## config.mk

```make
export PLATFORM = sky130hd
export DESIGN_NAME = alu_mdu
export DESIGN_NICKNAME = d
export VERILOG_FILES = /design/src/rtl/alu_pkg.sv /design/src/rtl/alu_mdu_mdu_iter.sv /design/src/rtl/alu_mdu.sv
export SDC_FILE = /design/constraint.sdc
export NUM_CORES = 1
export LEC_CHECK = 0
export ABC_AREA = 0
export CORE_ASPECT_RATIO = 2
export CORE_MARGIN = 3
export CORE_UTILIZATION = 55
export DETAILED_ROUTE_END_ITERATION = 10
export PLACE_DENSITY = 0.74
export SYNTH_ARGS = -nofsm -noshare
export SYNTH_HDL_FRONTEND = slang
export SYNTH_SLANG_ARGS = --single-unit
```

## constraint.sdc

```tcl
create_clock -name clk -period 8.5 [get_ports clk]
set_input_delay 1.7 -clock clk [delete_from_list [all_inputs] [get_ports clk]]
set_output_delay 1.7 -clock clk [all_outputs]
set_load 0.01 [all_outputs]
```

## src/rtl/alu_pkg.sv

```systemverilog
// alu_pkg: opcodes, FSM states and decode helpers
// shared by the execute-stage arithmetic unit.
package alu_pkg;

  localparam logic [4:0] OP_SLL    = 5'h00;
  localparam logic [4:0] OP_SRL    = 5'h01;
  localparam logic [4:0] OP_SRA    = 5'h02;
  localparam logic [4:0] OP_ADD    = 5'h03;
  localparam logic [4:0] OP_SUB    = 5'h04;
  localparam logic [4:0] OP_XOR    = 5'h05;
  localparam logic [4:0] OP_OR     = 5'h06;
  localparam logic [4:0] OP_AND    = 5'h07;
  localparam logic [4:0] OP_SLT    = 5'h08;
  localparam logic [4:0] OP_SLTU   = 5'h09;
  localparam logic [4:0] OP_LUI    = 5'h0A;
  localparam logic [4:0] OP_MUL    = 5'h10;
  localparam logic [4:0] OP_MULH   = 5'h11;
  localparam logic [4:0] OP_MULHSU = 5'h12;
  localparam logic [4:0] OP_MULHU  = 5'h13;
  localparam logic [4:0] OP_DIV    = 5'h14;
  localparam logic [4:0] OP_DIVU   = 5'h15;
  localparam logic [4:0] OP_REM    = 5'h16;
  localparam logic [4:0] OP_REMU   = 5'h17;

  typedef enum logic [1:0] {
    S_IDLE,
    S_BUSY,
    S_DONE
  } state_t;

  function automatic logic is_muldiv(
    input logic [4:0] op
  );
    return op[4:3] == 2'b10;
  endfunction

  function automatic logic is_div(
    input logic [4:0] op
  );
    return is_muldiv(op) && op[2];
  endfunction

endpackage

```

## src/rtl/alu_mdu_mdu_iter.sv

```systemverilog
// mdu_iter: iterative shift-add multiplier and
// restoring divider on operand magnitudes.
module mdu_iter #(
  parameter int XLEN = 32
) (
  input  logic            clk,
  input  logic            rst_n,
  input  logic            i_flush,
  input  logic            i_start,
  input  logic [2:0]      i_fn,
  input  logic [XLEN-1:0] i_a,
  input  logic [XLEN-1:0] i_b,
  output logic            o_done,
  output logic [XLEN-1:0] o_result
);

  localparam int CW = $clog2(XLEN);
  localparam logic [CW-1:0] LAST = CW'(XLEN - 1);

  logic              r_run;
  logic [CW-1:0]     r_cnt;
  logic [2:0]        r_fn;
  logic              r_sa;
  logic              r_sb;
  logic [XLEN-1:0]   r_b;
  logic [2*XLEN-1:0] r_acc;

  logic              w_a_sgn;
  logic              w_b_sgn;
  logic [XLEN-1:0]   w_a_mag;
  logic [XLEN-1:0]   w_b_mag;
  logic [XLEN:0]     w_sum;
  logic [XLEN:0]     w_shl;
  logic [XLEN:0]     w_dif;
  logic [2*XLEN-1:0] w_next;
  logic [2*XLEN-1:0] w_prod;
  logic [XLEN-1:0]   w_quo;
  logic [XLEN-1:0]   w_rem;

  // fn: 000 MUL 001 MULH 010 MULHSU 011 MULHU
  //     100 DIV 101 DIVU 110 REM    111 REMU
  always_comb begin
    w_a_sgn = 1'b0;
    w_b_sgn = 1'b0;
    if (i_fn[2]) begin
      w_a_sgn = !i_fn[0] && i_a[XLEN-1];
      w_b_sgn = !i_fn[0] && i_b[XLEN-1];
    end else begin
      w_a_sgn = (i_fn[1:0] == 2'b01 ||
                 i_fn[1:0] == 2'b10) && i_a[XLEN-1];
      w_b_sgn = (i_fn[1:0] == 2'b01) && i_b[XLEN-1];
    end
    w_a_mag = w_a_sgn ? -i_a : i_a;
    w_b_mag = w_b_sgn ? -i_b : i_b;
  end

  // r_acc holds {hi, lo}: {partial, multiplier}
  // for mul and {remainder, quotient} for div.
  always_comb begin
    w_sum = {1'b0, r_acc[2*XLEN-1:XLEN]} +
            (r_acc[0] ? {1'b0, r_b} : '0);
    w_shl = {r_acc[2*XLEN-1:XLEN], r_acc[XLEN-1]};
    w_dif = w_shl - {1'b0, r_b};
    if (r_fn[2]) begin
      w_next = {w_dif[XLEN] ? w_shl[XLEN-1:0]
                            : w_dif[XLEN-1:0],
                r_acc[XLEN-2:0], !w_dif[XLEN]};
    end else begin
      w_next = {w_sum, r_acc[XLEN-1:1]};
    end
    w_prod = (r_sa ^ r_sb) ? -w_next : w_next;
    w_quo  = (r_sa ^ r_sb) ? -w_next[XLEN-1:0]
                           : w_next[XLEN-1:0];
    w_rem  = r_sa ? -w_next[2*XLEN-1:XLEN]
                  : w_next[2*XLEN-1:XLEN];
    if (r_fn[2]) begin
      o_result = r_fn[1] ? w_rem : w_quo;
    end else if (r_fn[1:0] == 2'b00) begin
      o_result = w_prod[XLEN-1:0];
    end else begin
      o_result = w_prod[2*XLEN-1:XLEN];
    end
  end

  assign o_done = r_run && (r_cnt == LAST);

  always_ff @(posedge clk or negedge rst_n) begin
    if (!rst_n) begin
      r_run <= 1'b0;
      r_cnt <= '0;
      r_fn  <= '0;
      r_sa  <= 1'b0;
      r_sb  <= 1'b0;
      r_b   <= '0;
      r_acc <= '0;
    end else if (i_flush) begin
      r_run <= 1'b0;
      r_cnt <= '0;
    end else if (i_start) begin
      r_run <= 1'b1;
      r_cnt <= '0;
      r_fn  <= i_fn;
      r_sa  <= w_a_sgn;
      r_sb  <= w_b_sgn;
      r_b   <= w_b_mag;
      r_acc <= {{XLEN{1'b0}}, w_a_mag};
    end else if (r_run) begin
      r_acc <= w_next;
      r_cnt <= r_cnt + 1'b1;
      if (o_done) begin
        r_run <= 1'b0;
        r_cnt <= '0;
      end
    end
  end

endmodule

```

## src/rtl/alu_mdu.sv

```systemverilog
// alu_mdu: execute-stage ALU plus RV32M unit with
// valid/ready on both sides and a registered result.
module alu_mdu
  import alu_pkg::*;
#(
  parameter int XLEN    = 32,
  parameter int SHAMT_W = $clog2(XLEN)
) (
  input  logic            clk,
  input  logic            rst_n,
  input  logic            flush,
  input  logic            in_valid,
  output logic            in_ready,
  input  logic [4:0]      in_op,
  input  logic [XLEN-1:0] op_a,
  input  logic [XLEN-1:0] op_b,
  output logic            out_valid,
  input  logic            out_ready,
  output logic [XLEN-1:0] out_result,
  output logic            busy
);

  localparam logic [XLEN-1:0] MIN =
    {1'b1, {(XLEN-1){1'b0}}};

  state_t             r_state;
  state_t             w_nstate;
  logic [XLEN-1:0]    r_result;
  logic [XLEN-1:0]    w_alu;
  logic [SHAMT_W-1:0] w_sh;
  logic               w_acc;
  logic               w_iter;
  logic               w_div0;
  logic               w_ovf;
  logic               w_mdu_done;
  logic [XLEN-1:0]    w_mdu_res;

  assign in_ready = !flush &&
    (r_state == S_IDLE ||
     (r_state == S_DONE && out_ready));
  assign w_acc  = in_valid && in_ready;
  assign w_sh   = op_b[SHAMT_W-1:0];
  assign w_div0 = (op_b == '0);
  assign w_ovf  = (in_op == OP_DIV || in_op == OP_REM) &&
                  op_a == MIN && op_b == '1;
  // divide corner cases finish at ALU latency
  assign w_iter = w_acc && is_muldiv(in_op) &&
                  !(is_div(in_op) && (w_div0 || w_ovf));

  always_comb begin
    w_alu = '0;
    unique case (in_op)
      OP_SLL:  w_alu = op_a << w_sh;
      OP_SRL:  w_alu = op_a >> w_sh;
      OP_SRA:  w_alu = $signed(op_a) >>> w_sh;
      OP_ADD:  w_alu = op_a + op_b;
      OP_SUB:  w_alu = op_a - op_b;
      OP_XOR:  w_alu = op_a ^ op_b;
      OP_OR:   w_alu = op_a | op_b;
      OP_AND:  w_alu = op_a & op_b;
      OP_SLT:  w_alu = {{(XLEN-1){1'b0}},
                        $signed(op_a) < $signed(op_b)};
      OP_SLTU: w_alu = {{(XLEN-1){1'b0}}, op_a < op_b};
      OP_LUI:  w_alu = op_b;
      OP_DIV, OP_DIVU:
        w_alu = w_div0 ? '1 : op_a;
      OP_REM, OP_REMU:
        w_alu = w_div0 ? op_a : '0;
      default: w_alu = '0;
    endcase
  end

  always_comb begin
    w_nstate = r_state;
    if (flush) begin
      w_nstate = S_IDLE;
    end else begin
      unique case (r_state)
        S_IDLE:
          if (w_acc) w_nstate = w_iter ? S_BUSY : S_DONE;
        S_BUSY:
          if (w_mdu_done) w_nstate = S_DONE;
        S_DONE:
          if (out_ready)
            w_nstate = !w_acc ? S_IDLE :
                       w_iter ? S_BUSY : S_DONE;
        default: w_nstate = S_IDLE;
      endcase
    end
  end

  always_ff @(posedge clk or negedge rst_n) begin
    if (!rst_n) begin
      r_state  <= S_IDLE;
      r_result <= '0;
    end else begin
      r_state <= w_nstate;
      if (!flush) begin
        if (w_acc && !w_iter) r_result <= w_alu;
        else if (w_mdu_done)  r_result <= w_mdu_res;
      end
    end
  end

  mdu_iter #(
    .XLEN (XLEN)
  ) u_mdu (
    .clk      (clk),
    .rst_n    (rst_n),
    .i_flush  (flush),
    .i_start  (w_iter),
    .i_fn     (in_op[2:0]),
    .i_a      (op_a),
    .i_b      (op_b),
    .o_done   (w_mdu_done),
    .o_result (w_mdu_res)
  );

  assign out_valid  = (r_state == S_DONE);
  assign busy       = (r_state == S_BUSY);
  assign out_result = r_result;

endmodule

```

==> reports/summary.txt, run 1 <==
Register area share after synthesis: 14.6%
# resized after CTS: 0
Most used DFF post-synth: dfrtp_1
Hold buffer count at CTS: 0
Synth cell types: 104
Post-Synthesis Cells: 3451
Root Buffer: clkbuf_16
Grt total ovfl: 3
Ys Warns: 0
Log Error: [ERROR GRT-0116] Global routing finished with congestion. Check the congestion regions in the DRC Viewer.
Yosys reg bits: 141
Top-area cell type share of the netlist area: 14.6%
Syn Nets: 3701
RePlAce Congestion: 1.25
Die height: 303 um
Gr usage total: 55.4%
Deepest clock path buffer count: 2
Estimated wirelength of the detail-placed design: 99600 um
Mapped cell area: 24200 um2
# IOs: 109
Syn_area_per_cell: 7.02 um2
Fail Step: global routing
Die width: 154 um
CTS H-tree depth: 4
CTS sink count: 141
Input/output buffers: 108
Status: did not finish
Placed instance area: 25600 um2
Ys async rst share: 100%
Initial Util: 55.6%
Dpl ws: 0.956 ns
Number of flops mapped to enable cells by yosys: 0
CTS Buf Count: 17
Top cells by area, synth: dfrtp_1, ha_1, o21ai_0
FP Rows: 108
Vias in the first global route: 31500
Global-route wire length before repair: 197000 um
Area leader, netlist: dfrtp_1
Setup Buffers After CTS: 0
Largest net degree at the start of global routing: 85
==> per-layer routing <==
layer  GRT usage [%]  overflow
met4            66.4         2
met2            87.0         1
met3            19.3         0
met1            50.7         0
met5           0.529         0
==> per-stage QoR <==
stage | cells | hold slack, ns
floorplan | 3451 | 0.463
detailed placement | 3937 | 0.494
global placement | 3937 | 0.488
CTS | 3969 | 0.509
==> cells by family after synthesis <==
| family | Yosys count | share of synthesized area (%) |
|---|---|---|
| fa+ha+maj | 176 | 9.22 |
| compound gates | 1246 | 33.4 |
| mux | 146 | 7.65 |
| flops | 141 | 14.6 |
| xor+xnor | 163 | 5.90 |
| simple gates | 1164 | 22.7 |
| buf+inv | 415 | 6.56 |
==> cell usage after synthesis, types with 35 or more instances <==
library cell    n
o211ai_1       49
inv_1         158
xnor2_1       118
a31oi_1        69
nor2_1        305
and2_1         53
a21o_1         52
dfrtp_1       141
nand3_1        64
o21ai_0       369
ha_1          172
xor2_1         45
mux2i_1       103
or3_1          42
a21oi_1       264
clkbuf_1      209
a211oi_1       47
nor3_1         88
nand2_1       408
o31ai_1        35
==> run 2, diff against run 1 <==
--- a/config.mk
+++ b/config.mk
@@ -6,11 +6,10 @@
 export NUM_CORES = 1
 export LEC_CHECK = 0
 export ABC_AREA = 0
-export CORE_ASPECT_RATIO = 2
 export CORE_MARGIN = 3
-export CORE_UTILIZATION = 55
+export CORE_UTILIZATION = 40
 export DETAILED_ROUTE_END_ITERATION = 10
-export PLACE_DENSITY = 0.74
+export PLACE_DENSITY_LB_ADDON = 0.15
 export SYNTH_ARGS = -nofsm -noshare
 export SYNTH_HDL_FRONTEND = slang
 export SYNTH_SLANG_ARGS = --single-unit
==> reports/summary.txt, run 2 <==
Status: complete, no violations
Area leader, netlist: dfrtp_1
Post-synth top cells: nand2_1, o21ai_0, nor2_1
Mapped cell area: 24200 um2
Initial antenna violation count: 3
Fill count: 6164
Number of flops mapped to enable cells by yosys: 0
Crit path max-delay cell type: or4b_2
Ys Warns: 0
Initial Util: 40.7%
CTS sink count: 141
Global-route wire length before repair: 183000 um
Diodes inserted: 0
Deepest clock path buffer count: 2
Critical Path RT: 8.83 ns
Most frequent cells in the layout: nand2_1, o21ai_0, nor2_1
Register area share after synthesis: 14.6%
Most used DFF post-synth: dfrtp_1
Vias in the first global route: 26700
Worst path cell trace: inv_1 -> ha_1 -> inv_1 -> fa_1 -> a211oi_2 -> o21ai_2 -> a211o_1 -> o311ai_4 -> a21o_1 -> nand2_1 -> nor2_1 -> ha_1 -> or4b_2 -> nor3_1 -> nand4_1 -> nor3_1 -> a21oi_1 -> a21oi_1 -> buf_4 -> nand3_1 -> o31ai_1 -> xnor2_1 -> nor3_1 -> or4_1
Critical path endpoint category: flip-flop
WHS: 0.485 ns
Syn_area_per_cell: 7.02 um2
Max VDD drop: 0.161 mV
Core Box Area: 59500 um2
Crit path DAT: 7.80 ns
Worst hold path endpoint: out_result[3]
Worst setup SP type: flip-flop
Die area: 63500 um2
DR vias/cell: 6.68
Via count: 28200
Routed len/inst: 29.9 um
Final period util: 87.9%
TritonCTS clock tree: done
Clock Latency Late Sink: 0.46 ns
Post-Synthesis Cells: 3451
Max reg flops: 64
Slew margin rel.: 16.9%
Gr usage total: 38.4%
Reg with most FFs: u_mdu.r_acc
Final max-slew violation count: 0
Layout cells sized above 1: 7.18%
Drt first pass iters: 8
Crit-path max FO: 10
Most common cell in the synthesized netlist: nand2_1
Worst r2r dst: out_result[26]
Total power: 8.51 mW
Sequential Area: 3530 um2
Most used cell, CP: nor3_1
Critical path class: flip-flop to flip-flop
Placed instance area: 26100 um2
RePlAce Congestion: 1.00
Sum of negative setup slack: 0 ns
Final Hold Fails: 0
DRT iter0 DRCs: 3731
CTS Buf Count: 17
Root Buffer: clkbuf_16
Tightest Hold Check Type: flip-flop to flip-flop
Ys async rst share: 100%
Hold Startpoint: out_result[3]
Dpl ws: 1.23 ns
DRC viols: 0
RSZ-0062 raised after global routing: no
Finished Cell Area: 26700 um2
Top-area cell type share of the netlist area: 14.6%
R2R depth: 24
Critical R2R Launch: u_mdu.r_acc[31]
Grt total ovfl: 0
Die width: 252 um
FP Rows: 89
Die height: 252 um
Hold buffer count at CTS: 0
Final antenna-violating net count: 0
Final setup vio count: 0
Largest net degree at the start of global routing: 81
Slew @ Worst Pin: 1.24 ns
Maximum operating frequency: 134 MHz
Input/output buffers: 108
Worst Hold Path Cells: 2
Minimum clock period: 7.47 ns
Nets: 3678
Yosys reg bits: 141
Clk pin slew, worst setup/hold paths: 0.07 ns
Worst reg2reg setup slack: 1.03 ns
Layout area overhead: 10.3%
Post-Route WL: 126000 um
Multi-input logic area: 19100 um2
Leak: 11.0 nW
Estimated wirelength of the detail-placed design: 98000 um
Syn Nets: 3701
Top cells by area, synth: dfrtp_1, ha_1, o21ai_0
# IOs: 109
Pwr Density: 319 nW/um2
CTS H-tree depth: 4
PnR worst setup slack: 1.03 ns
Setup Buffers After CTS: 0
Worst Skew: 0.0130 ns
Synth cell types: 104
Slowest cell delay on critical path: 0.64 ns
Max Cap Viol: 0
# resized after CTS: 0
Commonest non-fill, non-tap cell in the layout: nand2_1
run 2: cell counts after synthesis:
No cell type changed its count.
run 2: worst max-delay path: cells and delay by family (launching register included):
kind            cells  cell delay [ns]
buf+inv             3             0.46
xor+xnor            1             0.20
flops               1             0.41
compound gates      8             2.27
simple gates        9             3.10
fa+ha+maj           3             0.90
run 2: final cells by class:
| cell class | count | area share, % |
|---|---|---|
| Multi-Input combinational cell | 2895 | 71.7 |
| Clock inverter | 15 | 0.651 |
| Sequential cell | 141 | 13.2 |
| Tap cell | 773 | 3.62 |
| Inverter | 161 | 2.26 |
| Clock buffer | 17 | 1.59 |
| Timing Repair Buffer | 212 | 6.96 |
run 2: logic make-up after synthesis:
| logic type | Yosys count | synth area share [%] |
|---|---|---|
| compound gates | 1246 | 33.4 |
| simple gates | 1164 | 22.7 |
| buf+inv | 415 | 6.56 |
| fa+ha+maj | 176 | 9.22 |
| xor+xnor | 163 | 5.90 |
| mux | 146 | 7.65 |
| flops | 141 | 14.6 |
run 2: how the worst max path moves through the flow:
stage               startpoint        endpoint
2_1_floorplan          op_b[1]  out_result[28]
3_3_place_gp   u_mdu.r_acc[31]  out_result[26]
3_5_place_dp   u_mdu.r_acc[31]  out_result[26]
4_1_cts        u_mdu.r_acc[31]  out_result[26]
5_1_grt        u_mdu.r_acc[31]  out_result[26]
6_report       u_mdu.r_acc[31]  out_result[26]
run 2: layer usage:
metal	track usage (%)	wire length [um]	vias to the layer above
li1	-	-	12700
met1	48.3	49300	13600
met2	63.9	58300	1562
met3	5.02	10000	327
met4	21.0	8240	2
met5	0	10	-
run 2: where the power goes:
part	internal [mW]	switching, mW	leakage, nW
Combinational	2.23	4.12	8.98
Clock	0.442	0.370	0.282
Sequential	0.936	0.410	1.77
Total	3.61	4.90	11.0
run 2: metrics by stage:
step / util, % / cells
detailed placement: 43.9 / 4182
floorplan: - / 3451
global placement: 43.9 / 4182
finish: 44.9 / 4214
CTS: 44.9 / 4214
global route: 44.9 / 4214
Note: power is estimated with default switching activity, not from simulation.
==> run 3, diff against run 2 <==
--- a/config.mk
+++ b/config.mk
@@ -13,3 +13,4 @@
 export SYNTH_ARGS = -nofsm -noshare
 export SYNTH_HDL_FRONTEND = slang
 export SYNTH_SLANG_ARGS = --single-unit
+export TNS_END_PERCENT = 30
==> results of run 3 <==
Same layout as run 2: the final DEF is identical, and so are final timing and power.
